`config.mk`:
```
export PLATFORM = sky130hd
export DESIGN_NAME = dnn_dot_accel
export DESIGN_NICKNAME = d
export VERILOG_FILES = /design/src/rtl/dnn_dot_accel.sv
export SDC_FILE = /design/constraint.sdc
export NUM_CORES = 2
export LEC_CHECK = 0
export ABC_AREA = 1
export ABC_CLOCK_PERIOD_IN_PS = 11900
export BUFFER_PORTS_ARGS = -buffer_cell sky130_fd_sc_hd__buf_2
export CAP_MARGIN = 5
export CELL_PAD_IN_SITES_DETAIL_PLACEMENT = 0
export CELL_PAD_IN_SITES_GLOBAL_PLACEMENT = 1
export CORE_MARGIN = 10
export CORE_UTILIZATION = 41
export CTS_BUF_LIST = sky130_fd_sc_hd__clkbuf_8
export CTS_CLUSTER_SIZE = 28
export DETAILED_ROUTE_END_ITERATION = 7
export PLACE_DENSITY = 0.76
export SLEW_MARGIN = 20
export SYNTH_ARGS = -nofsm -noshare
export SYNTH_HDL_FRONTEND = slang
export SYNTH_SLANG_ARGS = --single-unit
```
`constraint.sdc`:
```
create_clock -name clk_clk -period 11.9 [get_ports clk_clk]
set_input_delay 1.19 -clock clk_clk [delete_from_list [all_inputs] [get_ports clk_clk]]
set_output_delay 1.19 -clock clk_clk [all_outputs]
set_load 0.01 [all_outputs]
```
`src/rtl/dnn_dot_accel.sv`:
```
`default_nettype none
// ============================================================================
// Module   : dnn_dot_accel
// Brief    : Single-neuron dot-product accelerator. CPU programs addresses
//            and length over an Avalon-MM slave; the block fetches bias,
//            weights and activations over an Avalon-MM master, accumulates
//            bias + sum(w[i]*a[i]) in signed Q16.16 and writes the result.
//            Optional macro DNN_RELU_EN adds a ReLU enable at offset 7.
// Revision : 1.0 - initial release
// ============================================================================
module dnn_dot_accel #(
    parameter int ADDR_W = 32,
    parameter int LEN_W  = 16
) (
    input  logic              clk_clk,
    input  logic              reset_reset_n,
    input  logic [3:0]        slave_address,
    input  logic              slave_read,
    input  logic              slave_write,
    input  logic [31:0]       slave_writedata,
    output logic [31:0]       slave_readdata,
    output logic              slave_waitrequest,
    output logic [ADDR_W-1:0] master_address,
    output logic              master_read,
    output logic              master_write,
    output logic [31:0]       master_writedata,
    input  logic [31:0]       master_readdata,
    input  logic              master_readdatavalid,
    input  logic              master_waitrequest
);

    typedef enum logic [3:0] {
        ST_IDLE    = 4'd0,
        ST_RD_BIAS = 4'd1,
        ST_WT_BIAS = 4'd2,
        ST_RD_W    = 4'd3,
        ST_WT_W    = 4'd4,
        ST_RD_A    = 4'd5,
        ST_WT_A    = 4'd6,
        ST_MAC     = 4'd7,
        ST_WR_OUT  = 4'd8
    } state_t;

    state_t            state_q;
    logic [ADDR_W-1:0] bias_addr_q;
    logic [ADDR_W-1:0] w_base_q;
    logic [ADDR_W-1:0] a_base_q;
    logic [ADDR_W-1:0] out_addr_q;
    logic [LEN_W-1:0]  n_q;
    logic [LEN_W-1:0]  idx_q;
    logic [31:0]       acc_q;
    logic [31:0]       w_q;
    logic [31:0]       a_q;
    logic [31:0]       readdata_q;
    logic [ADDR_W-1:0] m_addr_q;
    logic              m_read_q;
    logic              m_write_q;
    logic [31:0]       m_wdata_q;
`ifdef DNN_RELU_EN
    logic              relu_q;
`endif

    logic              idle_d;
    logic              slv_wait_d;
    logic              cfg_wr_d;
    logic              start_d;
    logic [LEN_W-1:0]  idx_inc_d;
    logic [63:0]       w_ext_d;
    logic [63:0]       a_ext_d;
    logic [31:0]       acc_mac_d;

    assign idle_d     = (state_q == ST_IDLE);
    // Only a status read while busy stalls; everything else completes at once.
    assign slv_wait_d = slave_read && (slave_address == 4'd0) && !idle_d;
    assign cfg_wr_d   = slave_write && idle_d;
    assign start_d    = cfg_wr_d && (slave_address == 4'd0);
    assign idx_inc_d  = idx_q + LEN_W'(1);

    // Sign-extended operands; low 64 bits of the product equal the 32x32 signed product.
    assign w_ext_d   = {{32{w_q[31]}}, w_q};
    assign a_ext_d   = {{32{a_q[31]}}, a_q};
    assign acc_mac_d = acc_q + 32'((w_ext_d * a_ext_d) >> 16);

    assign slave_waitrequest = slv_wait_d;
    assign slave_readdata    = readdata_q;
    assign master_address    = m_addr_q;
    assign master_read       = m_read_q;
    assign master_write      = m_write_q;
    assign master_writedata  = m_wdata_q;

    function automatic logic [ADDR_W-1:0] word_off(input logic [LEN_W-1:0] i);
        return ADDR_W'(i) << 2;
    endfunction

    function automatic logic [31:0] post_act(input logic [31:0] v);
`ifdef DNN_RELU_EN
        return (relu_q && v[31]) ? 32'd0 : v;
`else
        return v;
`endif
    endfunction

    // Configuration registers, writable only while idle.
    always_ff @(posedge clk_clk) begin
        if (!reset_reset_n) begin
            bias_addr_q <= '0;
            w_base_q    <= '0;
            a_base_q    <= '0;
            out_addr_q  <= '0;
            n_q         <= '0;
`ifdef DNN_RELU_EN
            relu_q      <= 1'b0;
`endif
        end else if (cfg_wr_d) begin
            case (slave_address)
                4'd1:    bias_addr_q <= ADDR_W'(slave_writedata);
                4'd2:    w_base_q    <= ADDR_W'(slave_writedata);
                4'd3:    a_base_q    <= ADDR_W'(slave_writedata);
                4'd4:    out_addr_q  <= ADDR_W'(slave_writedata);
                4'd5:    n_q         <= slave_writedata[LEN_W-1:0];
`ifdef DNN_RELU_EN
                4'd7:    relu_q      <= slave_writedata[0];
`endif
                default: ;
            endcase
        end
    end

    // Slave read data, returned the cycle after an accepted read.
    always_ff @(posedge clk_clk) begin
        if (!reset_reset_n) begin
            readdata_q <= '0;
        end else if (slave_read && !slv_wait_d) begin
            case (slave_address)
                4'd1:    readdata_q <= 32'(bias_addr_q);
                4'd2:    readdata_q <= 32'(w_base_q);
                4'd3:    readdata_q <= 32'(a_base_q);
                4'd4:    readdata_q <= 32'(out_addr_q);
                4'd5:    readdata_q <= 32'(n_q);
`ifdef DNN_RELU_EN
                4'd7:    readdata_q <= {31'd0, relu_q};
`endif
                default: readdata_q <= '0;
            endcase
        end
    end

    // Sequencer: fetch bias, then per element fetch w and a and MAC, then write.
    always_ff @(posedge clk_clk) begin
        if (!reset_reset_n) begin
            state_q   <= ST_IDLE;
            idx_q     <= '0;
            acc_q     <= '0;
            w_q       <= '0;
            a_q       <= '0;
            m_addr_q  <= '0;
            m_read_q  <= 1'b0;
            m_write_q <= 1'b0;
            m_wdata_q <= '0;
        end else begin
            case (state_q)
                ST_IDLE: begin
                    if (start_d) begin
                        idx_q    <= '0;
                        acc_q    <= '0;
                        m_read_q <= 1'b1;
                        m_addr_q <= bias_addr_q;
                        state_q  <= ST_RD_BIAS;
                    end
                end
                ST_RD_BIAS: begin
                    if (!master_waitrequest) begin
                        m_read_q <= 1'b0;
                        state_q  <= ST_WT_BIAS;
                    end
                end
                ST_WT_BIAS: begin
                    if (master_readdatavalid) begin
                        acc_q <= master_readdata;
                        if (n_q == '0) begin
                            m_write_q <= 1'b1;
                            m_addr_q  <= out_addr_q;
                            m_wdata_q <= post_act(master_readdata);
                            state_q   <= ST_WR_OUT;
                        end else begin
                            m_read_q <= 1'b1;
                            m_addr_q <= w_base_q + word_off(idx_q);
                            state_q  <= ST_RD_W;
                        end
                    end
                end
                ST_RD_W: begin
                    if (!master_waitrequest) begin
                        m_read_q <= 1'b0;
                        state_q  <= ST_WT_W;
                    end
                end
                ST_WT_W: begin
                    if (master_readdatavalid) begin
                        w_q      <= master_readdata;
                        m_read_q <= 1'b1;
                        m_addr_q <= a_base_q + word_off(idx_q);
                        state_q  <= ST_RD_A;
                    end
                end
                ST_RD_A: begin
                    if (!master_waitrequest) begin
                        m_read_q <= 1'b0;
                        state_q  <= ST_WT_A;
                    end
                end
                ST_WT_A: begin
                    if (master_readdatavalid) begin
                        a_q     <= master_readdata;
                        state_q <= ST_MAC;
                    end
                end
                ST_MAC: begin
                    acc_q <= acc_mac_d;
                    if (idx_inc_d == n_q) begin
                        m_write_q <= 1'b1;
                        m_addr_q  <= out_addr_q;
                        m_wdata_q <= post_act(acc_mac_d);
                        state_q   <= ST_WR_OUT;
                    end else begin
                        idx_q    <= idx_inc_d;
                        m_read_q <= 1'b1;
                        m_addr_q <= w_base_q + word_off(idx_inc_d);
                        state_q  <= ST_RD_W;
                    end
                end
                ST_WR_OUT: begin
                    if (!master_waitrequest) begin
                        m_write_q <= 1'b0;
                        state_q   <= ST_IDLE;
                    end
                end
                default: state_q <= ST_IDLE;
            endcase
        end
    end

endmodule
`default_nettype wire

```
==> run_results.csv <==
group,metric,value,unit
run_status,status,"completed",
place,dpl_cell_area,53600,sq um
setup_path,max_stage_delay,0.75,ns
synth,synthTopCellsByCount,"1697 x nand2_1, 1613 x inv_1, 842 x fa_1",
min_path,hp-class,"flip-flop to flip-flop",
timing,timing.final.ws_setup,1.85,ns
final_layout,stdcell_area,55200,sq um
final_layout,syn_to_final_growth,7.90,%
setup_path,worstReg2RegStart,"w_q[9]",
setup_path,cpMostUsedCell,"fa_1",
drt,antenna_left,0,
clocking,clkTransAtPathRegs,0.06,ns
synth,synth_area_leaders,"fa_1 33%, dfxtp_1 14%, nand2_1 12%",
setup_path,crit_path_max_fanout,22,
setup_path,cp_slowest_cell,"dfxtp_1",
place,post-place-ws,2.01,ns
final_layout,fill_cells,12800,
floorplan,ios,173,
floorplan,die-area,139000,sq um
clocking,root_buffer,"clkbuf_8",
setup_path,arrival,10.59,ns
global_route,track_usage,0.260,
synth,yosys_warnings,0,
power,power_density,54.6,nW/um^2
clocking,cts-buffers-inserted,72,
global_route,grt_pass1_vias,46800,
place,dpl.hpwl,145,mm
clocking,clock_latency,0.71,ns
final_layout,fin_util,0.446,
floorplan,coreArea,124000,sq um
power,finalPower,3.02,mW
drt,vias,45900,
final_layout,fin_cells,8753,
place,dpl.cell_count,8624,
setup_path,cp-start-kind,"flip-flop",
drt,wirelength,183,mm
synth,mappedNetlistArea,51200,sq um
synth,synth_cell_types,55,
final_layout,drive_gt1_frac,0.0645,
job,maxCapViolations,0,
timing,fmax,99.5,MHz
clocking,cts_hold_buf,0,
synth,synth_seq_cells,358,
clocking,post_cts_resized,0,
global_route,grt_pass1_wl,284,mm
final_layout,seq_area,7170,sq um
synth,yosysTopAreaCell,"fa_1",
synth,syn_inst,7065,
clocking,cts.sinks,358,
synth,ys.flop_type,"dfxtp_1",
setup_path,end_kind,"flip-flop",
synth,async_reset_ff_frac,0,
timing,setup_viol,0,
floorplan,die_x,373,um
power,vdd_drop_max,81.8,uV
final_layout,finalNetCount,8224,
drt,drt_iter0_drc,3671,
synth,syn_area_per_cell,7.25,sq um
synth,synth.most_common_cell,"nand2_1",
timing,max-slew-margin-rel,0.283,
floorplan,core.rowCount,129,
setup_path,worstSetupPathType,"flip-flop to flip-flop",
drt,drt-pass1-iter-count,8,
synth,ys_seq_area_frac,0.140,
timing,final.setup.tns,0,ns
clocking,clock_path_buffers,3,
setup_path,crit_start,"w_q[9]",
drt,drcViolationCount,0,
setup_path,cp_data_required_time,12.44,ns
synth,synth_top_area_share,0.329,
drt,vias_per_cell,5.24,
timing,final_max_slew_viol_count,0,
timing,rsz0062_at_grt,"no",
synth,synth_nets,8228,
clocking,cts_tree,"built",
drt,avgRoutedWirePerCell,21.0,um
place,port_buffers,172,
global_route,overflow,0,
synth,synth_edf_count,0,
timing,fin_crit_sh,0.845,
place,place.gp.congestion,0.966,
final_layout,multiInputGateArea,36500,sq um
clocking,htreeDepth,3,
timing,worstMarginPinSlew,1.07,ns
timing,holdWs,0.459,ns
global_route,grt_max_degree,105,
power,p_leak,30.2,nW
timing,fin_crit,10.05,ns
floorplan,start_util,0.414,
timing,fin_skew,0.0712,ns
timing,hold_viol,0,
min_path,holdCritStartpoint,"w_q[15]",
floorplan,die_h,373,um
clocking,postCtsSetupBuffers,0,
global_route,antenna_found_initial,5,
==> area by class of cell <==
cell class                 count  area share
sequential                   358       0.130
timing repair buffer         280      0.0311
antenna                        4    0.000181
inverter                    1626       0.111
clock buffer                  92      0.0229
clock inverter                33     0.00682
tap                         1637      0.0371
multi-input combinational   4723       0.662
==> routing by layer <==
metal | routed length (um) | share of wire | GRT usage
met1 | 76000 | 0.41 | 0.335
met2 | 88600 | 0.48 | 0.445
met3 | 10700 | 0.058 | 0.0262
met4 | 8190 | 0.045 | 0.104
met5 | 11 | 0.000060 | 0
==> critical path, delay by kind of cell (launching register included) <==
family                   cells  cell delay [ns]
AO/OA/AOI/OAI               11             2.79
flip-flops                   1             0.75
buffers and inverters        6             0.75
adder cells (fa/ha/maj)     10             4.67
XOR/XNOR                     1             0.26
AND/OR/NAND/NOR              5             0.67
==> registers in the layout (all words and copies together) (netlist names) <==
signal and cells:
master_address 32, master_writedata 32, w_base_q 32, state_q 4, acc_q 32, master_write 1
n_q 16, a_base_q 32, slave_readdata 32, out_addr_q 32, a_q 32, idx_q 16
bias_addr_q 32, w_q 32, master_read 1
==> final timing paths <==
kind,endpoint,slack (ns),cells after the start
worst max register to register,master_writedata[24],1.85,33
worst max-delay path,master_writedata[24],1.85,33
worst min-delay path,w_q[15],0.46,2
worst min register to register,w_q[15],0.46,2
==> cells by family (layout without fill, tap and decap cells) <==
family | after synthesis | count (layout) | share of synthesized area
other cells | 0 | 4 | 0
simple gates | 2456 | 2456 | 0.195
xor+xnor | 69 | 69 | 0.0124
fa+ha+maj | 1089 | 1089 | 0.390
compound gates | 1109 | 1109 | 0.116
buf+inv | 1984 | 2031 | 0.147
flops | 358 | 358 | 0.140
==> cells in the final DEF (no fill, tap or decap), types with 6 or more instances in the layout <==
| master | netlist | routed |
|---|---|---|
| clkbuf_8 | 0 | 92 |
| o221ai_1 | 7 | 7 |
| nand3_1 | 254 | 254 |
| o21ai_0 | 414 | 414 |
| bufinv_16 | 0 | 7 |
| xnor2_1 | 22 | 22 |
| o2111ai_1 | 9 | 9 |
| dfxtp_1 | 358 | 354 |
| o21ai_1 | 11 | 11 |
| inv_1 | 1613 | 1621 |
| buf_2 | 4 | 171 |
| o31ai_1 | 13 | 13 |
| nand4_1 | 60 | 60 |
| nand3b_1 | 16 | 16 |
| inv_2 | 9 | 11 |
| clkinv_2 | 0 | 9 |
| nand2_1 | 1697 | 1695 |
| fa_1 | 842 | 842 |
| a21oi_1 | 532 | 532 |
| a21boi_0 | 7 | 7 |
| o21a_1 | 19 | 19 |
| nor2_2 | 9 | 13 |
| nor4_1 | 8 | 8 |
| nand2_2 | 8 | 10 |
| o22ai_1 | 20 | 20 |
| nor2_4 | 3 | 6 |
| nor2_1 | 341 | 334 |
| xor2_1 | 45 | 45 |
| nor3_1 | 40 | 39 |
| a21o_1 | 19 | 19 |
| o211a_1 | 15 | 15 |
| buf_4 | 3 | 105 |
| ha_1 | 247 | 247 |
| o211ai_1 | 8 | 8 |
| a31oi_1 | 16 | 15 |
| o21bai_1 | 9 | 9 |
| or2_2 | 10 | 10 |
==> where the power goes <==
part	leakage, nW	internal [mW]	switching (mW)
registers	2.89	1.23	0.0262
logic	26.5	0.0715	0.195
clock network	0.880	0.853	0.643
total	30.2	2.15	0.865
No activity file was read; power rests on OpenSTA's default activity.
